## config.mk

```make
export PLATFORM = sky130hd
export DESIGN_NAME = tpu_host_master_flat
export DESIGN_NICKNAME = d
export VERILOG_FILES = /design/src/rtl/tpu_host_master_if.sv /design/src/rtl/tpu_host_master.sv /design/src/flat_wrapper.sv
export SDC_FILE = /design/constraint.sdc
export NUM_CORES = 1
export LEC_CHECK = 0
export BUFFER_PORTS_ARGS = -buffer_cell sky130_fd_sc_hd__buf_2
export CAP_MARGIN = 20
export CELL_PAD_IN_SITES_DETAIL_PLACEMENT = 1
export CELL_PAD_IN_SITES_GLOBAL_PLACEMENT = 1
export CORE_MARGIN = 2
export CORE_UTILIZATION = 34
export CTS_CLUSTER_SIZE = 25
export DETAILED_ROUTE_END_ITERATION = 12
export PLACE_DENSITY = 0.93
export SLEW_MARGIN = 20
export SYNTH_ARGS = -nofsm -noshare
export SYNTH_HDL_FRONTEND = slang
export SYNTH_SLANG_ARGS = --single-unit
```

## constraint.sdc

```tcl
create_clock -name clk -period 3.9 [get_ports clk]
set_input_delay 0.39 -clock clk [delete_from_list [all_inputs] [get_ports clk]]
set_output_delay 0.39 -clock clk [all_outputs]
set_load 0.05 [all_outputs]
```

## src/rtl/tpu_host_master_if.sv

```systemverilog
// Host-stream and TPU slave-port signals of tpu_host_master, bundled for port connection.
// master = the tpu_host_master side, slave = the host/TPU environment side.
interface tpu_host_master_if #(
  parameter int unsigned ADDRW = 16,
  parameter int unsigned DATAW = 64
) ();
  logic             start;
  logic             busy;
  logic             done;
  logic [DATAW-1:0] in_data;
  logic             in_valid;
  logic             in_ready;
  logic [DATAW-1:0] out_data;
  logic             out_valid;
  logic             out_ready;
  logic             tpu_r_w;
  logic [ADDRW-1:0] tpu_addr;
  logic [DATAW-1:0] tpu_din;
  logic [DATAW-1:0] tpu_dout;

  modport master (
    input  start, in_data, in_valid, out_ready, tpu_dout,
    output busy, done, in_ready, out_data, out_valid, tpu_r_w, tpu_addr, tpu_din
  );

  modport slave (
    output start, in_data, in_valid, out_ready, tpu_dout,
    input  busy, done, in_ready, out_data, out_valid, tpu_r_w, tpu_addr, tpu_din
  );
endinterface

```

## src/rtl/tpu_host_master.sv

```systemverilog
// Streams A/B rows into the TPU slave port, kicks the matmul, waits, then streams C back.
// Optional busy-cycle counter output enabled by defining TPU_HOST_MASTER_PERF_EN.
module tpu_host_master #(
  parameter int unsigned BITS_AB   = 8,
  parameter int unsigned BITS_C    = 16,
  parameter int unsigned DIM       = 8,
  parameter int unsigned ADDRW     = 16,
  parameter int unsigned DATAW     = 64,
  parameter int unsigned MM_CYCLES = 24,
  parameter int unsigned RD_LAT    = 1
) (
  input  logic              clk,
  input  logic              rst,
  tpu_host_master_if.master bus
`ifdef TPU_HOST_MASTER_PERF_EN
  ,
  output logic [31:0]       cycle_count
`endif
);

  localparam int unsigned WPR = DIM * BITS_C / DATAW;
  localparam int unsigned RW  = (DIM > 1) ? $clog2(DIM) : 1;
  localparam int unsigned WW  = (WPR > 1) ? $clog2(WPR) : 1;
  localparam int unsigned TW  = $clog2(MM_CYCLES + 1);
  localparam int unsigned LW  = $clog2(RD_LAT + 1);

  localparam logic [ADDRW-1:0] A_BASE    = ADDRW'(16'h0100);
  localparam logic [ADDRW-1:0] B_BASE    = ADDRW'(16'h0200);
  localparam logic [ADDRW-1:0] C_BASE    = ADDRW'(16'h0300);
  localparam logic [ADDRW-1:0] KICK_ADDR = ADDRW'(16'h0400);

  if ((DIM * BITS_AB != DATAW) || ((DIM * BITS_C) % DATAW != 0) ||
      (MM_CYCLES < 3 * DIM) || (RD_LAT < 1)) begin : g_bad_cfg
    $error("tpu_host_master: illegal parameter combination");
  end

  typedef enum logic [2:0] {
    S_IDLE, S_LOAD_A, S_LOAD_B, S_KICK, S_WAIT, S_RD_ISSUE, S_RD_WAIT, S_RD_OUT
  } state_e;

  state_e          state_q;
  logic [RW-1:0]   r_q, r_d;
  logic [WW-1:0]   w_q, w_d;
  logic [TW-1:0]   t_q;
  logic [LW-1:0]   lat_q;
  logic            last_c;

  function automatic logic [ADDRW-1:0] c_addr(input logic [RW-1:0] r, input logic [WW-1:0] w);
    return C_BASE + (ADDRW'(r) << 4) + (ADDRW'(w) << 3);
  endfunction

  // Next C word position: w wraps at WPR and carries into r.
  always_comb begin
    r_d    = r_q;
    w_d    = w_q + WW'(1);
    last_c = (r_q == RW'(DIM - 1)) && (w_q == WW'(WPR - 1));
    if (w_q == WW'(WPR - 1)) begin
      w_d = '0;
      r_d = r_q + RW'(1);
    end
  end

  always_ff @(posedge clk) begin
    if (rst) begin
      state_q       <= S_IDLE;
      r_q           <= '0;
      w_q           <= '0;
      t_q           <= '0;
      lat_q         <= '0;
      bus.busy      <= 1'b0;
      bus.done      <= 1'b0;
      bus.in_ready  <= 1'b0;
      bus.out_valid <= 1'b0;
      bus.out_data  <= '0;
      bus.tpu_r_w   <= 1'b0;
      bus.tpu_addr  <= '0;
      bus.tpu_din   <= '0;
    end else begin
      bus.done    <= 1'b0;
      bus.tpu_r_w <= 1'b0;
      bus.tpu_din <= '0;
      case (state_q)
        S_IDLE: begin
          if (bus.start) begin
            state_q      <= S_LOAD_A;
            r_q          <= '0;
            bus.busy     <= 1'b1;
            bus.in_ready <= 1'b1;
          end
        end
        S_LOAD_A, S_LOAD_B: begin
          if (bus.in_valid && bus.in_ready) begin
            bus.tpu_r_w  <= 1'b1;
            bus.tpu_addr <= ((state_q == S_LOAD_A) ? A_BASE : B_BASE) + (ADDRW'(r_q) << 3);
            bus.tpu_din  <= bus.in_data;
            if (r_q == RW'(DIM - 1)) begin
              r_q <= '0;
              if (state_q == S_LOAD_A) begin
                state_q <= S_LOAD_B;
              end else begin
                state_q      <= S_KICK;
                bus.in_ready <= 1'b0;
              end
            end else begin
              r_q <= r_q + RW'(1);
            end
          end
        end
        S_KICK: begin
          bus.tpu_r_w  <= 1'b1;
          bus.tpu_addr <= KICK_ADDR;
          t_q          <= '0;
          state_q      <= S_WAIT;
        end
        S_WAIT: begin
          if (t_q == TW'(MM_CYCLES - 1)) begin
            state_q      <= S_RD_ISSUE;
            r_q          <= '0;
            w_q          <= '0;
            bus.tpu_addr <= c_addr('0, '0);
          end else begin
            t_q <= t_q + TW'(1);
          end
        end
        S_RD_ISSUE: begin
          lat_q   <= '0;
          state_q <= S_RD_WAIT;
        end
        S_RD_WAIT: begin
          // tpu_dout is valid RD_LAT cycles after the address first appeared (RD_ISSUE).
          if (lat_q == LW'(RD_LAT - 1)) begin
            bus.out_data  <= bus.tpu_dout;
            bus.out_valid <= 1'b1;
            state_q       <= S_RD_OUT;
          end else begin
            lat_q <= lat_q + LW'(1);
          end
        end
        S_RD_OUT: begin
          if (bus.out_ready) begin
            bus.out_valid <= 1'b0;
            if (last_c) begin
              bus.done <= 1'b1;
              bus.busy <= 1'b0;
              state_q  <= S_IDLE;
            end else begin
              r_q          <= r_d;
              w_q          <= w_d;
              bus.tpu_addr <= c_addr(r_d, w_d);
              state_q      <= S_RD_ISSUE;
            end
          end
        end
        default: state_q <= S_IDLE;
      endcase
    end
  end

`ifdef TPU_HOST_MASTER_PERF_EN
  logic [31:0] cyc_cnt_q;

  // Busy-cycle count of the latest job; saturates instead of wrapping.
  always_ff @(posedge clk) begin
    if (rst) begin
      cyc_cnt_q <= '0;
    end else if ((state_q == S_IDLE) && bus.start) begin
      cyc_cnt_q <= '0;
    end else if (bus.busy && (cyc_cnt_q != 32'hFFFF_FFFF)) begin
      cyc_cnt_q <= cyc_cnt_q + 32'd1;
    end
  end

  assign cycle_count = cyc_cnt_q;
`endif

endmodule

```

## src/flat_wrapper.sv

```systemverilog
// flat-port wrapper written by rule: the top's interface ports become plain ports
module tpu_host_master_flat 
#(
  parameter int unsigned BITS_AB   = 8,
  parameter int unsigned BITS_C    = 16,
  parameter int unsigned DIM       = 8,
  parameter int unsigned ADDRW     = 16,
  parameter int unsigned DATAW     = 64,
  parameter int unsigned MM_CYCLES = 24,
  parameter int unsigned RD_LAT    = 1
)
  (clk, rst, bus_start, bus_in_data, bus_in_valid, bus_out_ready, bus_tpu_dout, bus_busy, bus_done, bus_in_ready, bus_out_data, bus_out_valid, bus_tpu_r_w, bus_tpu_addr, bus_tpu_din);
  tpu_host_master_if #(.ADDRW(ADDRW), .DATAW(DATAW)) bus_i ();
  input  logic clk;
  input  logic rst;
  input wire logic [$bits(bus_i.start)-1:0] bus_start;
  input wire logic [$bits(bus_i.in_data)-1:0] bus_in_data;
  input wire logic [$bits(bus_i.in_valid)-1:0] bus_in_valid;
  input wire logic [$bits(bus_i.out_ready)-1:0] bus_out_ready;
  input wire logic [$bits(bus_i.tpu_dout)-1:0] bus_tpu_dout;
  output wire logic [$bits(bus_i.busy)-1:0] bus_busy;
  output wire logic [$bits(bus_i.done)-1:0] bus_done;
  output wire logic [$bits(bus_i.in_ready)-1:0] bus_in_ready;
  output wire logic [$bits(bus_i.out_data)-1:0] bus_out_data;
  output wire logic [$bits(bus_i.out_valid)-1:0] bus_out_valid;
  output wire logic [$bits(bus_i.tpu_r_w)-1:0] bus_tpu_r_w;
  output wire logic [$bits(bus_i.tpu_addr)-1:0] bus_tpu_addr;
  output wire logic [$bits(bus_i.tpu_din)-1:0] bus_tpu_din;
  assign bus_i.start = bus_start;
  assign bus_i.in_data = bus_in_data;
  assign bus_i.in_valid = bus_in_valid;
  assign bus_i.out_ready = bus_out_ready;
  assign bus_i.tpu_dout = bus_tpu_dout;
  assign bus_busy = bus_i.busy;
  assign bus_done = bus_i.done;
  assign bus_in_ready = bus_i.in_ready;
  assign bus_out_data = bus_i.out_data;
  assign bus_out_valid = bus_i.out_valid;
  assign bus_tpu_r_w = bus_i.tpu_r_w;
  assign bus_tpu_addr = bus_i.tpu_addr;
  assign bus_tpu_din = bus_i.tpu_din;
  tpu_host_master #(.BITS_AB(BITS_AB), .BITS_C(BITS_C), .DIM(DIM), .ADDRW(ADDRW), .DATAW(DATAW), .MM_CYCLES(MM_CYCLES), .RD_LAT(RD_LAT)) u_core (.clk(clk), .rst(rst), .bus(bus_i));
endmodule
```

# Word-level counts from Yosys, hierarchy flattened
# Cells that the tools add are included.
op_classes:
  add_sub_neg: 7
  n_reduce_logical: 23
  muxes: 46
  bitwise: 5
  n_eq_ne: 19
ops:
  columns: ["op", "n"]
  rows:
  - ["$mux 16", 4]
  - ["$pmux 16 s4", 1]
  - ["$mux 3", 14]
  - ["$pmux 3 s7", 1]
  - ["$add 16x4->16", 1]
  - ["$add 16x6->16", 1]
  - ["$mux 1", 16]
  - ["$eq 3x3->1 const B", 5]
  - ["$ne 2x2->1 const B", 6]
  - ["$pmux 1 s2", 6]
  - ["$pmux 3 s4", 1]
  - ["$reduce_and 6->1", 2]
  - ["$reduce_bool 2->1", 6]
  - ["$add 10x7->11 const A", 1]
  - ["$mux 10", 1]
  - ["$pmux 5 s2", 1]
  - ["$reduce_and 5->1", 2]
  - ["$ne 2x1->1 const B", 4]
  - ["$reduce_and 4->1", 2]
  - ["$reduce_bool 4->1", 2]
  - ["$eq 3x2->1 const B", 2]
  - ["$reduce_or 3->1", 2]
  - ["$add 5x1->5 const B", 1]
  - ["$eq 5x5->1 const B", 1]
  - ["10 further kinds", 17]
word_totals:
  ff_bits: 162
  inputBits: 133
  output_inout_bits: 149
  word_cells: 113

# Longest topological paths before layout
# Gate-level depths: netlist of run 1.
logic_depth:
  ltp_word: 7
  ltp_mapped: 8
  depth_no_buf: 6

# Worst setup path after synthesis of run 1
# OpenSTA, ideal clock, no wires.
synth_timing:
  path_type: "flip-flop to flip-flop"
  startpoint: "register u_core.r_q[0]"
  endpoint: "register u_core.bus.tpu_addr[6]"
  path_stages_with_launch: 7
  setup_time_ns: 0.121
  required_time_ns: 3.779
  synth_period_minus_slack_ns: 1.963
  setup_slack_ns: 1.937
  arrival_time_ns: 1.842
  n_path_buf: 0
  cell_sequence: "dfxtp_1 ha_1 ha_1 a21boi_0 a2bb2oi_2 nand3_1 mux2_2"
synth_via:
  elab_chain_cells: 7
  elab_cells_between_ends: 13
  classes_between: "add/sub: 4; eq/ne: 2; mux: 5; reduce/logical: 2"
synth_lines:
  columns: ["item", "line", "source"]
  rows:
  - ["from (decl)", "tpu_host_master.sv:42", "logic [RW-1:0] r_q, r_d;"]
  - ["from (signal assigned)", "tpu_host_master.sv:105", "r_q <= r_q + RW'(1);"]
  - ["from (signal assigned)", "tpu_host_master.sv:147", "r_q <= r_d;"]
  - ["$add 3x1->3", "tpu_host_master.sv:59", "r_d = r_q + RW'(1);"]
  - ["$mux 3", "tpu_host_master.sv:57", "if (w_q == WW'(WPR - 1)) begin"]
  - ["$add 10x7->11", "tpu_host_master.sv:49", "return C_BASE + (ADDRW'(r) << 4) + (ADDRW'(w) << 3);"]
  - ["$add 16x4->16", "tpu_host_master.sv:49", null]
  - ["$mux 16", "tpu_host_master.sv:142", "if (last_c) begin"]
  - ["$mux 16", "tpu_host_master.sv:140", "if (bus.out_ready) begin"]
  - ["$pmux 16 s4", "tpu_host_master.sv:82", "case (state_q)"]
  - ["to (signal assigned)", "tpu_host_master.sv:94", "bus.tpu_addr <= ((state_q == S_LOAD_A) ? A_BASE : B_BASE) + (ADDRW'(r_q) << 3);"]
  - ["to (signal assigned)", "tpu_host_master.sv:120", "bus.tpu_addr <= c_addr('0, '0);"]
  - ["to (signal assigned)", "tpu_host_master.sv:149", "bus.tpu_addr <= c_addr(r_d, w_d);"]
  - ["to (decl)", "tpu_host_master_if.sv:23", "output busy, done, in_ready, out_data, out_valid, tpu_r_w, tpu_addr, tpu_din"]
# Parallel ways exist; a longest one is shown, timed or not. The select of a mux whose other input is x is not followed.
# A chain may end at the register's enable or synchronous reset.

# Worst setup path in the final report of run 1
layout_timing:
  startpoint: "register u_core.state_q[2]"
  endpoint: "register u_core.bus.tpu_addr[6]"
layout_via:
  elab_chain_cells: 4
  elab_cells_between_ends: 13
  classes_between: "eq/ne: 9; mux: 1; reduce/logical: 3"
layout_lines:
  columns: ["item", "line", "source"]
  rows:
  - ["from (decl)", "tpu_host_master.sv:41", "state_e state_q;"]
  - ["from (signal assigned)", "tpu_host_master.sv:65", "state_q <= S_IDLE;"]
  - ["from (signal assigned)", "tpu_host_master.sv:85", "state_q <= S_LOAD_A;"]
  - ["from (signal assigned)", "tpu_host_master.sv:99", "state_q <= S_LOAD_B;"]
  - ["$eq 3x2->1 / $eq 3x1->1 (equally long branches)", "tpu_host_master.sv:82", null]
  - ["$reduce_or 2->1", "tpu_host_master.sv:82", null]
  - ["$reduce_bool 4->1 (no source line) / $ne 2x1->1 (equally long branches)", null, null]
  - ["$reduce_and 5->1 (no source line)", null, null]
# Parallel ways exist; a longest one is shown, timed or not.

==> results of run 1 <==
cell families after synthesis:
| family | Yosys count |
|---|---|
| XOR/XNOR | 2 |
| flip-flops | 152 |
| other | 1 |
| AO/OA/AOI/OAI | 123 |
| AND/OR/NAND/NOR | 250 |
| buffers and inverters | 54 |
| multiplexers | 6 |
| adder cells (fa/ha/maj) | 8 |
sequential cells by signal, indices dropped and copies added, names as in the netlist:
register and flops:
u_core.bus.busy 1, u_core.bus.done 1, u_core.bus.in_ready 1, u_core.bus.out_data 64
u_core.bus.out_valid 1, u_core.bus.tpu_addr 7, u_core.bus.tpu_din 64, u_core.bus.tpu_r_w 1
u_core.r_q 3, u_core.state_q 3, u_core.t_q 5, u_core.w_q 1
final cells by class:
type / instances / area share (%)
clock inverters: 12 / 1.60
well taps: 216 / 3.63
flip-flops and latches: 152 / 40.9
clock buffers: 20 / 6.00
multi-input cells: 398 / 28.8
repair buffers: 276 / 18.7
inverters: 7 / 0.353
stage by stage:
step | utilization [%] | power (W) | hold slack, ps | cells
floorplan | - | 0.00228 | 449 | 604
global placement | 43.8 | 0.00248 | 439 | 1049
detailed placement | 43.8 | 0.00251 | 445 | 1049
CTS | 47.4 | 0.00409 | 155 | 1081
global route | 47.4 | 0.00424 | 157 | 1081
finish | 47.4 | 0.00404 | 176 | 1081
per-layer routing:
layer,part of all wire [%],GRT usage (%)
met3,11,8.49
met2,52,34.3
met4,1.2,5.57
met5,0,0
met1,36,18.7
synth_stat cells (2+ instances only):
cell type	instances
dfxtp_1	152
nand2_1	137
a21oi_1	78
and2_1	69
clkbuf_1	25
a31oi_1	9
buf_4	9
nor2_1	9
o21ai_0	9
ha_1	8
nand3_1	8
buf_1	7
inv_1	7
a311oi_1	6
nand2b_1	6
buf_2	5
mux2i_1	5
a211oi_1	4
nor2b_1	4
nor3_1	4
nand4_1	3
a211o_1	2
a22oi_1	2
nand4b_1	2
nor4_1	2
o31ai_1	2
or3_1	2
or4_1	2
xor2_1	2
critical path, stage by stage, from the launching register on:
cell	delay, ps
dfxtp_1	880
nor3_1	170
o21bai_1	630
nand3_1	360
mux2_2	360
path summary, 6_finish.rpt:
kind / start / end / cells after the start
max: u_core.state_q[2]$_SDFFE_PP0P_ / u_core.bus.tpu_addr[6]$_SDFFE_PP0P_ / 4
min: bus_in_data[26] / u_core.bus.tpu_din[26]$_SDFF_PP0_ / 2
max reg2reg: u_core.state_q[2]$_SDFFE_PP0P_ / u_core.bus.tpu_addr[6]$_SDFFE_PP0P_ / 4
min reg2reg: u_core.bus.out_data[34]$_SDFFE_PP0P_ / u_core.bus.out_data[34]$_SDFFE_PP0P_ / 2
power by group:
group,internal [W],leakage (nW),switching [W]
combinational,0.000271,1.96,0.000545
clock,0.000904,0.256,0.000654
sequential,0.00162,1.23,0.0000484
==> metrics, run 1 <==
outcome=finished, final reports clean; final worst-path setup slack=1380 ps; initial core utilization=34.4%; count of pins over their slew limit=0; mux share of post-synthesis cell area=1.14%; first-pass GRT wire length=24.5 mm; Total Negative Setup Slacks=0 ps; ys async rst share=0%; worst-path maximum fanout=27; Mapped Cells=596; power density over cell area=543 mW/mm^2; Leak Pwr=3.45 nW; worst path required time=4200 ps; Post-Route WL=16.3 mm; Slew @ Worst Pin=861 ps; Worst Setup End Kind=register; CTS tree=built; max-cap check violation count=0; drt initial violations=147; Via density=4.65; Area Overhead vs Synth=37.8%; total number of yosys warnings=0; DIE AREA=0.0169 sq mm; FF+latch count, synth=152; pre-CTS setup slack=1460 ps; Hold Buf Count CTS=0; Max rail drop VDD=0.295 mV; commonest non-fill, non-tap cell in the layout=buf_2; fill count=1951; Clock Tree Buf Depth=2; post-synth top area cell=dfxtp_1; fraction of layout cells with a size suffix above 1=36.2%; Mapped Avg Cell Area=9.06 sq um; Adder-Cell Fraction of Synth Area=1.85%; Post-CTS Resized=0; Worst Skew=9.22 ps; Compound-Gate Fraction of Synth Area=13.5%; Synth top area share=56.4%; post-layout min period=2520 ps; Worst setup SP type=register; Site Rows=46; period utilisation layout=64.6%; HPWL after detailed placement=12.5 mm; Worst Setup Path Type=register to register; Fin. Hold Viols=0; GRT Overall Usage=18.6%; residual DRC count=0; dpl cell area=0.00688 sq mm; Total Nets Final=993; TritonCTS Buffers=17; Synth Cell Area=0.00540 sq mm; Synth Area in Simple Gates=22.1%; Reg area=0.00304 sq mm; vias in the first global route=5031; I/O Buffers=272; DRT Pass-1 Iters=4; type of the worst min-delay path=input pin to register; die height=130 um; max_slew headroom=42.5%; RSZ-0062 raised after global routing=false; via count=5023; Setup Fix Bufs, Post-CTS=0; number of library cell types mapped by synthesis=45; Multi-input gate area=0.00215 sq mm; most frequent cells in the layout=272 x buf_2, 152 x dfxtp_1, 136 x nand2_1; GPL Wtd Cong=0.829; Worst EP arrival=2820 ps; Final Cell Area=0.00744 sq mm; Antenna Cells=0; r2r setup slk=1380 ps; register clock-pin slew on the reported worst setup and hold paths=60 ps; WL/cell=15.1 um; synth top area cells=dfxtp_1 56%, nand2_1 9.5%, and2_1 8.0%, a21oi_1 7.2%, ha_1 1.9%; Post-synth top flop=dfxtp_1; IO Pins=282; H-tree Lvls=4; main combinational cell family by area after synthesis=simple AND/OR/NAND/NOR gates; core region area=0.0157 sq mm; post-synthesis xor/xnor area fraction=0.324%; CTS Root Cell=clkbuf_16; register area share after synthesis=56.4%; total grt overflow=0; fmax=397 MHz; Sink Count=152; antenna-violating nets left=0; Worst-Skew Late Latency=410 ps; # setup viols final=0; Die X=130 um; largest net degree at the start of global routing=66; EDFF count, synth=0; antenna violations before repair=0
No activity file was read; power rests on OpenSTA's default activity.
==> run 2: changes to the inputs <==
--- a/config.mk
+++ b/config.mk
@@ -10,10 +10,10 @@
 export CELL_PAD_IN_SITES_DETAIL_PLACEMENT = 1
 export CELL_PAD_IN_SITES_GLOBAL_PLACEMENT = 1
 export CORE_MARGIN = 2
-export CORE_UTILIZATION = 34
+export CORE_UTILIZATION = 32
 export CTS_CLUSTER_SIZE = 25
 export DETAILED_ROUTE_END_ITERATION = 12
-export PLACE_DENSITY = 0.93
+export PLACE_DENSITY = 0.89
 export SLEW_MARGIN = 20
 export SYNTH_ARGS = -nofsm -noshare
 export SYNTH_HDL_FRONTEND = slang
==> constraint.sdc (replaced) <==
create_clock -name clk -period 2.6 [get_ports clk]
set_input_delay 0.26 -clock clk [delete_from_list [all_inputs] [get_ports clk]]
set_output_delay 0.26 -clock clk [all_outputs]
set_load 0.05 [all_outputs]
==> metrics, run 2 (synthesis results as in run 1) <==
outcome=finished, final reports clean; via count=5083; Clock Power Share=39.1%; antenna-violating nets left=0; antenna violations before repair=0; Worst Setup End Kind=register; GRT Overall Usage=18.7%; most frequent cells in the layout=272 x buf_2, 152 x dfxtp_1, 136 x nand2_1; Seq pwr share=40.4%; CTS Root Cell=clkbuf_16; Leak Pwr=3.53 nW; Worst setup SP type=register; # setup viols final=0; Area Overhead vs Synth=40.1%; sw power=0.00193 W; CTS tree=built; GPL Wtd Cong=0.874; DIE AREA=0.0179 sq mm; drt initial violations=164; residual DRC count=0; dpl cell area=0.00699 sq mm; Via density=4.65; final core occ=45.8%; period utilisation layout=85.0%; IO Pins=282; Comb power frac=20.5%; Antenna Cells=0; I/O Buffers=272; register clock-pin slew on the reported worst setup and hold paths=70 ps; Slew @ Worst Pin=553 ps; total grt overflow=0; Worst Setup Path Type=register to register; WL/cell=15.5 um; internal power=0.00424 W; Placed Cells incl. Taps=1062; type of the worst min-delay path=input pin to register; Total Negative Setup Slacks=0 ps; Final Cell Area=0.00756 sq mm; Post-Layout Cell Count=1094; first-pass GRT wire length=26.4 mm; Post-CTS Resized=0; Hold Buf Count CTS=0; Post-Route WL=17.0 mm; fraction of layout cells with a size suffix above 1=37.0%; max-cap check violation count=0; fmax=452 MHz; fill count=2027; power density over cell area=816 mW/mm^2; core region area=0.0165 sq mm; DRT Pass-1 Iters=4; Worst-Skew Late Latency=410 ps; post-layout min period=2210 ps; Setup Fix Bufs, Post-CTS=0; Fin. Hold Viols=0; largest net degree at the start of global routing=66; Die X=134 um; commonest non-fill, non-tap cell in the layout=buf_2; worst hold margin=34.8 ps; TritonCTS Buffers=17; max_slew headroom=62.9%; Sink Count=152; worst path required time=2950 ps; Max rail drop VDD=0.443 mV; RSZ-0062 raised after global routing=false; Switching Fraction=31.3%; HPWL after detailed placement=13.0 mm; initial core utilization=32.7%; count of pins over their slew limit=0; worst-path maximum fanout=10; Total Nets Final=1002; die height=134 um; H-tree Lvls=4; Site Rows=47; Worst Skew=10.7 ps; top flop regs=u_core.bus.out_data (64), u_core.bus.tpu_din (64), u_core.bus.tpu_addr (7); Clock Tree Buf Depth=2; Multi-input gate area=0.00215 sq mm; Reg area=0.00304 sq mm; Worst EP arrival=2560 ps; vias in the first global route=5320
==> run 2: cell count changes in the layout (fill, tap and decap cells not counted), sizes merged <==
cell / before / now
buf: 276 / 285
clkbuf: 20 / 19
clkinv: 1 / 5
clkinvlp: 6 / 1
inv: 11 / 13
==> run 2: layout make-up <==
type	count	area share [%]
inverter	7	0.347
clock inverter	13	1.79
multi-input combinational	398	28.4
timing repair buffer	285	19.8
tap	220	3.64
sequential	152	40.2
clock buffer	19	5.86
==> run 2: metrics by stage <==
| step | setup WS [ps] | total power (W) |
|---|---|---|
| global placement | 528 | 0.00376 |
| global route | 264 | 0.00646 |
| floorplan | 637 | 0.00342 |
| CTS | 401 | 0.00624 |
| detailed placement | 423 | 0.00380 |
| finish | 390 | 0.00617 |
==> run 2: per-layer routing <==
layer | vias up | GRT usage [%] | part of all wire, %
met5 | - | 0 | 0
li1 | 2494 | - | -
met1 | 2351 | 19.2 | 38
met3 | 15 | 7.37 | 9.8
met2 | 223 | 34.3 | 51
met4 | 0 | 6.80 | 1.6
==> run 2: worst paths after layout <==
check | depth (start not counted) | end | startpoint | slack (ps)
setup / recovery | 6 | u_core.state_q[0]$_SDFFE_PP0P_ | u_core.state_q[0]$_SDFFE_PP0P_ | 390
hold / removal | 2 | u_core.bus.tpu_din[5]$_SDFF_PP0_ | bus_in_data[5] | 30
setup reg to reg | 6 | u_core.state_q[0]$_SDFFE_PP0P_ | u_core.state_q[0]$_SDFFE_PP0P_ | 390
hold reg to reg | 2 | u_core.bus.out_data[47]$_SDFFE_PP0P_ | u_core.bus.out_data[47]$_SDFFE_PP0P_ | 450
==> run 2: power groups by stage <==
stage	clock network [W]	logic, W	registers (W)
2_1_floorplan	0	0.000654	0.00277
3_3_place_gp	0	0.00122	0.00254
3_5_place_dp	0	0.00125	0.00255
4_1_cts	0.00249	0.00126	0.00250
5_1_grt	0.00258	0.00137	0.00251
6_report	0.00241	0.00126	0.00250
==> run 2: worst max-delay path, stage by stage (launching register included) <==
cell and delay [ps]:
dfxtp_1 420, inv_1 100, ha_1 340, o21ba_4 260
a221o_1 360, or4_1 540, a21oi_1 140
